## config.mk

```make
export PLATFORM = sky130hd
export DESIGN_NAME = rxll_fis_sched
export DESIGN_NICKNAME = d
export VERILOG_FILES = /design/src/rtl/rxll_pkg.sv /design/src/rtl/rxll_fis_hdr_dec.sv /design/src/rtl/rxll_fis_sched.sv
export SDC_FILE = /design/constraint.sdc
export NUM_CORES = 1
export LEC_CHECK = 0
export ABC_CLOCK_PERIOD_IN_PS = 2300
export BUFFER_PORTS_ARGS = -buffer_cell sky130_fd_sc_hd__buf_2
export CAP_MARGIN = 20
export CORE_MARGIN = 2
export CORE_UTILIZATION = 44
export CTS_BUF_LIST = sky130_fd_sc_hd__clkbuf_2 sky130_fd_sc_hd__clkbuf_4 sky130_fd_sc_hd__clkbuf_8
export CTS_CLUSTER_DIAMETER = 200
export DETAILED_ROUTE_END_ITERATION = 6
export PLACE_DENSITY = 0.8
export SYNTH_ARGS = -nofsm -noshare
export SYNTH_HDL_FRONTEND = slang
export SYNTH_SLANG_ARGS = --single-unit
```

## constraint.sdc

```tcl
create_clock -name sys_clk -period 2.3 [get_ports sys_clk]
set_clock_uncertainty 0.05 [all_clocks]
set_input_delay 0.23 -clock sys_clk [delete_from_list [all_inputs] [get_ports sys_clk]]
set_output_delay 0.23 -clock sys_clk [all_outputs]
set_load 0.01 [all_outputs]
```

## src/rtl/rxll_pkg.sv

```systemverilog
// Shared definitions for the receive link-layer FIS scheduler: FIS type codes,
// scheduler states and error codes.
package rxll_pkg;

    localparam logic [7:0] FIS_TYPE_REG_D2H   = 8'h34;
    localparam logic [7:0] FIS_TYPE_DMA_SETUP = 8'h41;
    localparam logic [7:0] FIS_TYPE_PIO_SETUP = 8'h5F;
    localparam logic [7:0] FIS_TYPE_SDB       = 8'hA1;
    localparam logic [7:0] FIS_TYPE_DMA_ACT   = 8'h39;
    localparam logic [7:0] FIS_TYPE_BIST      = 8'h58;
    localparam logic [7:0] FIS_TYPE_DATA      = 8'h46;

    typedef enum logic [2:0] {
        ST_IDLE,
        ST_DATA,
        ST_REG,
        ST_DROP,
        ST_DONE
    } rxll_state_e;

    typedef enum logic [1:0] {
        ERR_NO_SOF   = 2'd0,
        ERR_UNKNOWN  = 2'd1,
        ERR_OVERSIZE = 2'd2,
        ERR_TRUNC    = 2'd3
    } rxll_err_e;

    // Register-class FIS are the ones that land in the shadow buffer.
    function automatic logic is_reg_fis(input logic [7:0] fis_type);
        return (fis_type == FIS_TYPE_REG_D2H)   ||
               (fis_type == FIS_TYPE_DMA_SETUP) ||
               (fis_type == FIS_TYPE_PIO_SETUP) ||
               (fis_type == FIS_TYPE_SDB)       ||
               (fis_type == FIS_TYPE_DMA_ACT)   ||
               (fis_type == FIS_TYPE_BIST);
    endfunction

    function automatic logic [7:0] hdr_type(input logic [31:0] hdr_dword);
        return hdr_dword[7:0];
    endfunction

endpackage

```

## src/rtl/rxll_fis_hdr_dec.sv

```systemverilog
// Combinational classification of a FIS header type byte; shared by the RX
// scheduler and the TX path.
module rxll_fis_hdr_dec
    import rxll_pkg::*;
#(
    parameter logic [7:0] C_DATA_TYPE = FIS_TYPE_DATA
) (
    input  logic [7:0] hdr_type_i,
    output logic       is_data_o,
    output logic       is_reg_o,
    output logic       is_unknown_o
);

    // The data code wins if it ever collides with a register-class code.
    always_comb begin
        is_data_o    = (hdr_type_i == C_DATA_TYPE);
        is_reg_o     = !is_data_o && is_reg_fis(hdr_type_i);
        is_unknown_o = !is_data_o && !is_reg_o;
    end

endmodule

```

## src/rtl/rxll_fis_sched.sv

```systemverilog
// Drains the RX link-layer FIFO one frame at a time, routing data FIS to the
// DMA write stream and register FIS into the shadow buffer.
module rxll_fis_sched
    import rxll_pkg::*;
#(
    parameter int unsigned C_MAX_REG_DW = 7,
    parameter logic [7:0]  C_DATA_TYPE  = 8'h46
) (
    input  logic        sys_clk,
    input  logic        sys_rst_n,
    input  logic        ctrl_en,
    input  logic [31:0] rxfifo_data,
    input  logic        rxfifo_sof,
    input  logic        rxfifo_eof,
    input  logic        rxfifo_empty,
    input  logic        rxfifo_eof_rdy,
    output logic        rxfifo_rd_en,
    output logic [31:0] dma_wdata,
    output logic        dma_wvalid,
    output logic        dma_wlast,
    input  logic        dma_wready,
    output logic        fis_wr_en,
    output logic [2:0]  fis_waddr,
    output logic [31:0] fis_wdata,
    output logic        fis_done,
    output logic [7:0]  fis_type,
    output logic        fis_err,
    output logic [1:0]  fis_err_code
);

    localparam logic [2:0] LAST_IDX = 3'(C_MAX_REG_DW - 1);

    rxll_state_e state_q, state_d;
    logic [2:0]  idx_q, idx_d;
    logic [7:0]  type_q, type_d;
    logic [7:0]  fis_type_q, fis_type_d;
    rxll_err_e   err_code_q, err_code_d;
    logic        reg_ok_q, reg_ok_d;
    logic        err_pulse;
    logic        hdr_is_data;
    logic        hdr_is_reg;
    logic        hdr_is_unknown;
    logic        start_ok;

    rxll_fis_hdr_dec #(
        .C_DATA_TYPE (C_DATA_TYPE)
    ) u_hdr_dec (
        .hdr_type_i   (hdr_type(rxfifo_data)),
        .is_data_o    (hdr_is_data),
        .is_reg_o     (hdr_is_reg),
        .is_unknown_o (hdr_is_unknown)
    );

    // Reset also masks the IDLE decision so no pop or error escapes while held.
    assign start_ok = ctrl_en && !rxfifo_empty && sys_rst_n;

    always_ff @(posedge sys_clk or negedge sys_rst_n) begin
        if (!sys_rst_n) begin
            state_q    <= ST_IDLE;
            idx_q      <= '0;
            type_q     <= '0;
            fis_type_q <= '0;
            err_code_q <= ERR_NO_SOF;
            reg_ok_q   <= 1'b0;
        end else begin
            state_q    <= state_d;
            idx_q      <= idx_d;
            type_q     <= type_d;
            fis_type_q <= fis_type_d;
            err_code_q <= err_code_d;
            reg_ok_q   <= reg_ok_d;
        end
    end

    always_comb begin
        state_d      = state_q;
        idx_d        = idx_q;
        type_d       = type_q;
        fis_type_d   = fis_type_q;
        err_code_d   = err_code_q;
        reg_ok_d     = reg_ok_q;
        err_pulse    = 1'b0;
        rxfifo_rd_en = 1'b0;
        dma_wvalid   = 1'b0;
        dma_wdata    = '0;
        dma_wlast    = 1'b0;
        fis_wr_en    = 1'b0;
        fis_waddr    = '0;
        fis_wdata    = '0;

        case (state_q)
            ST_IDLE: begin
                if (start_ok) begin
                    if (!rxfifo_sof) begin
                        err_pulse  = 1'b1;
                        err_code_d = ERR_NO_SOF;
                        state_d    = ST_DROP;
                    end else if (hdr_is_data) begin
                        rxfifo_rd_en = 1'b1;
                        type_d       = hdr_type(rxfifo_data);
                        reg_ok_d     = 1'b0;
                        if (rxfifo_eof) begin
                            err_pulse  = 1'b1;
                            err_code_d = ERR_TRUNC;
                            state_d    = ST_DONE;
                        end else begin
                            state_d = ST_DATA;
                        end
                    end else if (hdr_is_reg) begin
                        // Header stays in the FIFO; REG pops it as shadow dword 0.
                        if (rxfifo_eof_rdy) begin
                            type_d   = hdr_type(rxfifo_data);
                            reg_ok_d = 1'b1;
                            idx_d    = '0;
                            state_d  = ST_REG;
                        end
                    end else if (hdr_is_unknown) begin
                        err_pulse  = 1'b1;
                        err_code_d = ERR_UNKNOWN;
                        state_d    = ST_DROP;
                    end
                end
            end

            ST_DATA: begin
                if (!rxfifo_empty) begin
                    if (rxfifo_sof) begin
                        err_pulse  = 1'b1;
                        err_code_d = ERR_TRUNC;
                        state_d    = ST_IDLE;
                    end else begin
                        dma_wvalid = 1'b1;
                        dma_wdata  = rxfifo_data;
                        dma_wlast  = rxfifo_eof;
                        if (dma_wready) begin
                            rxfifo_rd_en = 1'b1;
                            if (rxfifo_eof) begin
                                state_d = ST_DONE;
                            end
                        end
                    end
                end
            end

            ST_REG: begin
                if (!rxfifo_empty) begin
                    rxfifo_rd_en = 1'b1;
                    fis_wr_en    = 1'b1;
                    fis_waddr    = idx_q;
                    fis_wdata    = rxfifo_data;
                    idx_d        = idx_q + 3'd1;
                    if (rxfifo_eof) begin
                        state_d = ST_DONE;
                    end else if (idx_q == LAST_IDX) begin
                        err_pulse  = 1'b1;
                        err_code_d = ERR_OVERSIZE;
                        reg_ok_d   = 1'b0;
                        state_d    = ST_DROP;
                    end
                end
            end

            ST_DROP: begin
                if (!rxfifo_empty) begin
                    rxfifo_rd_en = 1'b1;
                    if (rxfifo_eof) begin
                        state_d = ST_IDLE;
                    end
                end
            end

            ST_DONE: begin
                fis_type_d = type_q;
                state_d    = ST_IDLE;
            end

            default: begin
                state_d = ST_IDLE;
            end
        endcase
    end

    assign fis_done     = (state_q == ST_DONE) && reg_ok_q;
    assign fis_type     = fis_type_q;
    assign fis_err      = err_pulse;
    assign fis_err_code = err_code_d;

endmodule

```

==> results by group <==
Power
  – Flop pwr share: 31.6%
  – Cell-internal power: 1.169 mW
  – Switching power: 846.4 uW
  – Clock share of power: a little over an eighth
  – Power Total: roughly 2.0 mW
  – Power per Cell Area: around 720 nW/um^2
  – Leakage power: about 1.7 nW
  – Sw Ratio: between 40 and 50%
  – Max IR drop VDD: 318.8 uV
  – Logic gate share of total power: 55.0%

STA
  – Final hold viol count: 0
  – Fin crit share: 93.95%
  – Fin Setup TNS: 0 ps
  – Worst Tran Pin Value: 352.4 ps
  – Unrepaired setup endpoints after global routing: no
  – Clock period minus worst slack: 2161 ps
  – Final setup vio count: 0
  – Final Max Tran Viols: 0
  – Relative slew slack: 75.90%
  – Fmax: 462.8 MHz

Synthesis
  – Sequential share of the synthesized area: 31.73%
  – Top-count cell post-synth: and2_1
  – Unique masters post-synth: 54
  – #FFs+latches synth: 25
  – Post-synth EDFFs: 0
  – Primary FF master, synth: dfrtp_1
  – Post-synth ARST share: between 90% and 100%
  – Top cell types by occurrence after synthesis: and2_1 (36), and3_1 (35), dfrtp_1 (25)
  – Mapped Area: ~2000 sq um
  – Syn Nets: 265
  – Post-Syn Area per Cell: 8.843 sq um
  – Synthesis Warnings: 0
  – Largest cells by area after synthesis: dfrtp_1 (32%), and2_1 (11%), and3_1 (11%), mux2_2 (4.6%), mux2_4 (3.0%)
  – Syn Inst Count: 223
  – Leading area contributor after synthesis: dfrtp_1
  – Top cell type's share of synthesized area: 31.73%

Finish
  – P&R area growth vs syn: 42.07%
  – Fin cells: approximately 400
  – Filler cells: 382
  – Share of layout cells above drive strength 1: 49.00%
  – N_diodes: 0
  – Layout Utilization: 64.79%
  – Nets: 394

Placement
  – DP HPWL: between 4000 and 5000 um
  – Placed cells: 395
  – GP Congestion: 0.9079
  – PortBufs: roughly 120

Floorplanning
  – Starting density of the core: 45.60%
  – # rows: 24
  – IO Count: ~120
  – Area of the die: 5033 sq um
  – Core outline area: 4324 sq um
  – Die width: 70.95 um
  – Die span in y: 70.95 um

Worst setup path
  – Crit path max fanout: 13
  – Worst path max stage delay: 500 ps
  – Critical path launch point type: register
  – CP Cell Sequence: buf_4, o31ai_1, a21oi_1, o21ai_1, o211ai_1, buf_2
  – WS Path Type: reg2out
  – Critical path endpoint category: primary output
  – Critical Path RT: 2020 ps
  – Slowest-stage cell, CP: dfrtp_1
  – Arrival time worst endpoint: ~1900 ps

Flow run
  – Max-cap viol count: 0

Route
  – Number of DRC markers in iteration 0: 120
  – Routed Wire Length: 5839 um
  – Drt first pass iters: 4
  – Via density: around 5.3
  – ANT nets after route: 0
  – WL/cell: 14.49 um
  – Vias after detailed routing: between 2000 and 2500
  – Drt drc: 0

Hold path
  – Hold WC Path Type: in2reg

Clocking
  – H-tree depth: 1
  – TritonCTS Sinks: 25
  – Reg clk slew, reported paths: 100 ps
  – Clock buffer depth: 2
  – Root Buffer: clkbuf_8
  – Worst skew pair latency: 270 ps
  – TritonCTS clock tree: done
  – CTS buffer count: 3

Status
  – Status: completed

Global route
  – Antenna violations before repair: 0
  – Remaining Overflow, GRT: 0
  – First-pass GRT wire length: 9515 um
  – Number of global-route vias before repair: around 2000
  – Tot GR Track Use: 23.01%
  – Largest net degree at the start of global routing: 35
state kept, by name (all words and copies together), names as in the netlist:
register	flops
type_q	8
state_q	3
reg_ok_q	1
fis_type	8
idx_q	3
err_code_q	2
layout by cell type, fill, tap and decap left out, types with 3 or more instances in the layout:
master,synthesis,layout
o211ai_1,4,4
mux2_2,8,8
inv_1,9,8
buf_4,0,16
nor2b_1,4,4
nor3_1,3,3
clkbuf_8,0,3
o2bb2ai_1,5,4
and3_1,35,35
mux2_4,4,4
nand2_1,10,9
nand3_1,4,3
buf_2,4,122
nor3b_1,3,3
and2_1,36,36
a21oi_1,4,4
dfrtp_1,25,24
nor2_1,8,8
kinds of logic after synthesis:
group	count (synthesis)	share of synthesized area, %
AOI/OAI and AO/OA	41	17.07
buffers and inverters	24	4.886
muxes	13	8.122
xor gates and xnor gates	1	0.4442
adders and majority gates	2	1.269
and+or+nand+nor	117	36.49
DFF	25	31.73
power by group through the flow:
| stage | registers [mW] | logic, mW | clock network, mW |
|---|---|---|---|
| 2_1_floorplan | 0.612 | 0.663 | 0 |
| 3_3_place_gp | 0.636 | 1.01 | 0 |
| 3_5_place_dp | 0.639 | 1.02 | 0 |
| 4_1_cts | 0.629 | 1.05 | 0.278 |
| 5_1_grt | 0.653 | 1.22 | 0.302 |
| 6_report | 0.637 | 1.11 | 0.271 |
metal layers:
metal  wire length, um  track usage [%]  vias to the layer above
met2              2768            37.59                       97
met3               440            3.704                        8
met4                70            6.080                        0
met5                 0                0                        -
met1              2561            31.92                      982
li1                  -                -                     1063
worst paths after layout:
path,start,to,slack (ps),cells past startpoint
hold / removal,rxfifo_data[4],type_q[4],180,2
hold reg to reg,reg_ok_q,reg_ok_q,450,1
max in group asynchronous,sys_rst_n,state_q[0],1450,3
setup / recovery,state_q[1],fis_err_code[0],140,6
setup reg to reg,state_q[1],state_q[0],430,6
min in group asynchronous,sys_rst_n,err_code_q[1],460,3
per-stage QoR:
stage / area [sq um] / setup WS (ps) / hold slack [ps]
2_1_floorplan: 1972 / 432.2 / -115.6
3_3_place_gp: 2683 / 337.8 / 206.2
3_5_place_dp: 2683 / 267.4 / 216.1
4_1_cts: 2749 / 21.12 / 180.0
5_1_grt: 2801 / 37.62 / 185.5
6_report: 2801 / 139.2 / 184.4
layout make-up:
class / count / area (sq um) / area share (%)
clock buffer: 3 / 41.29 / 1.474
clock inverter: 1 / 7.507 / 0.2680
inverter: 9 / 33.78 / 1.206
multi-input combinational: 174 / 1286 / 45.91
sequential: 25 / 626.9 / 22.38
tap: 52 / 65.06 / 2.322
timing repair buffer: 139 / 740.7 / 26.44
what timing repair did:
| action | in CTS | in global routing |
|---|---|---|
| setup buffers | 1 | 2 |
| hold endpoints to repair | 25 | 0 |
| endpoints found under the setup margin | 2 | 19 |
| pin swaps | 1 | 3 |
| hold buffers | 1 | 0 |
| resized for setup | 1 | 10 |
worst max-delay path: cells and delay by family, from the launching register on:
kind | cells | cell delay (ps)
DFF | 1 | 500
buffers and inverters | 2 | 400
AOI/OAI and AO/OA | 4 | 710
No activity file was read; power rests on OpenSTA's default activity.
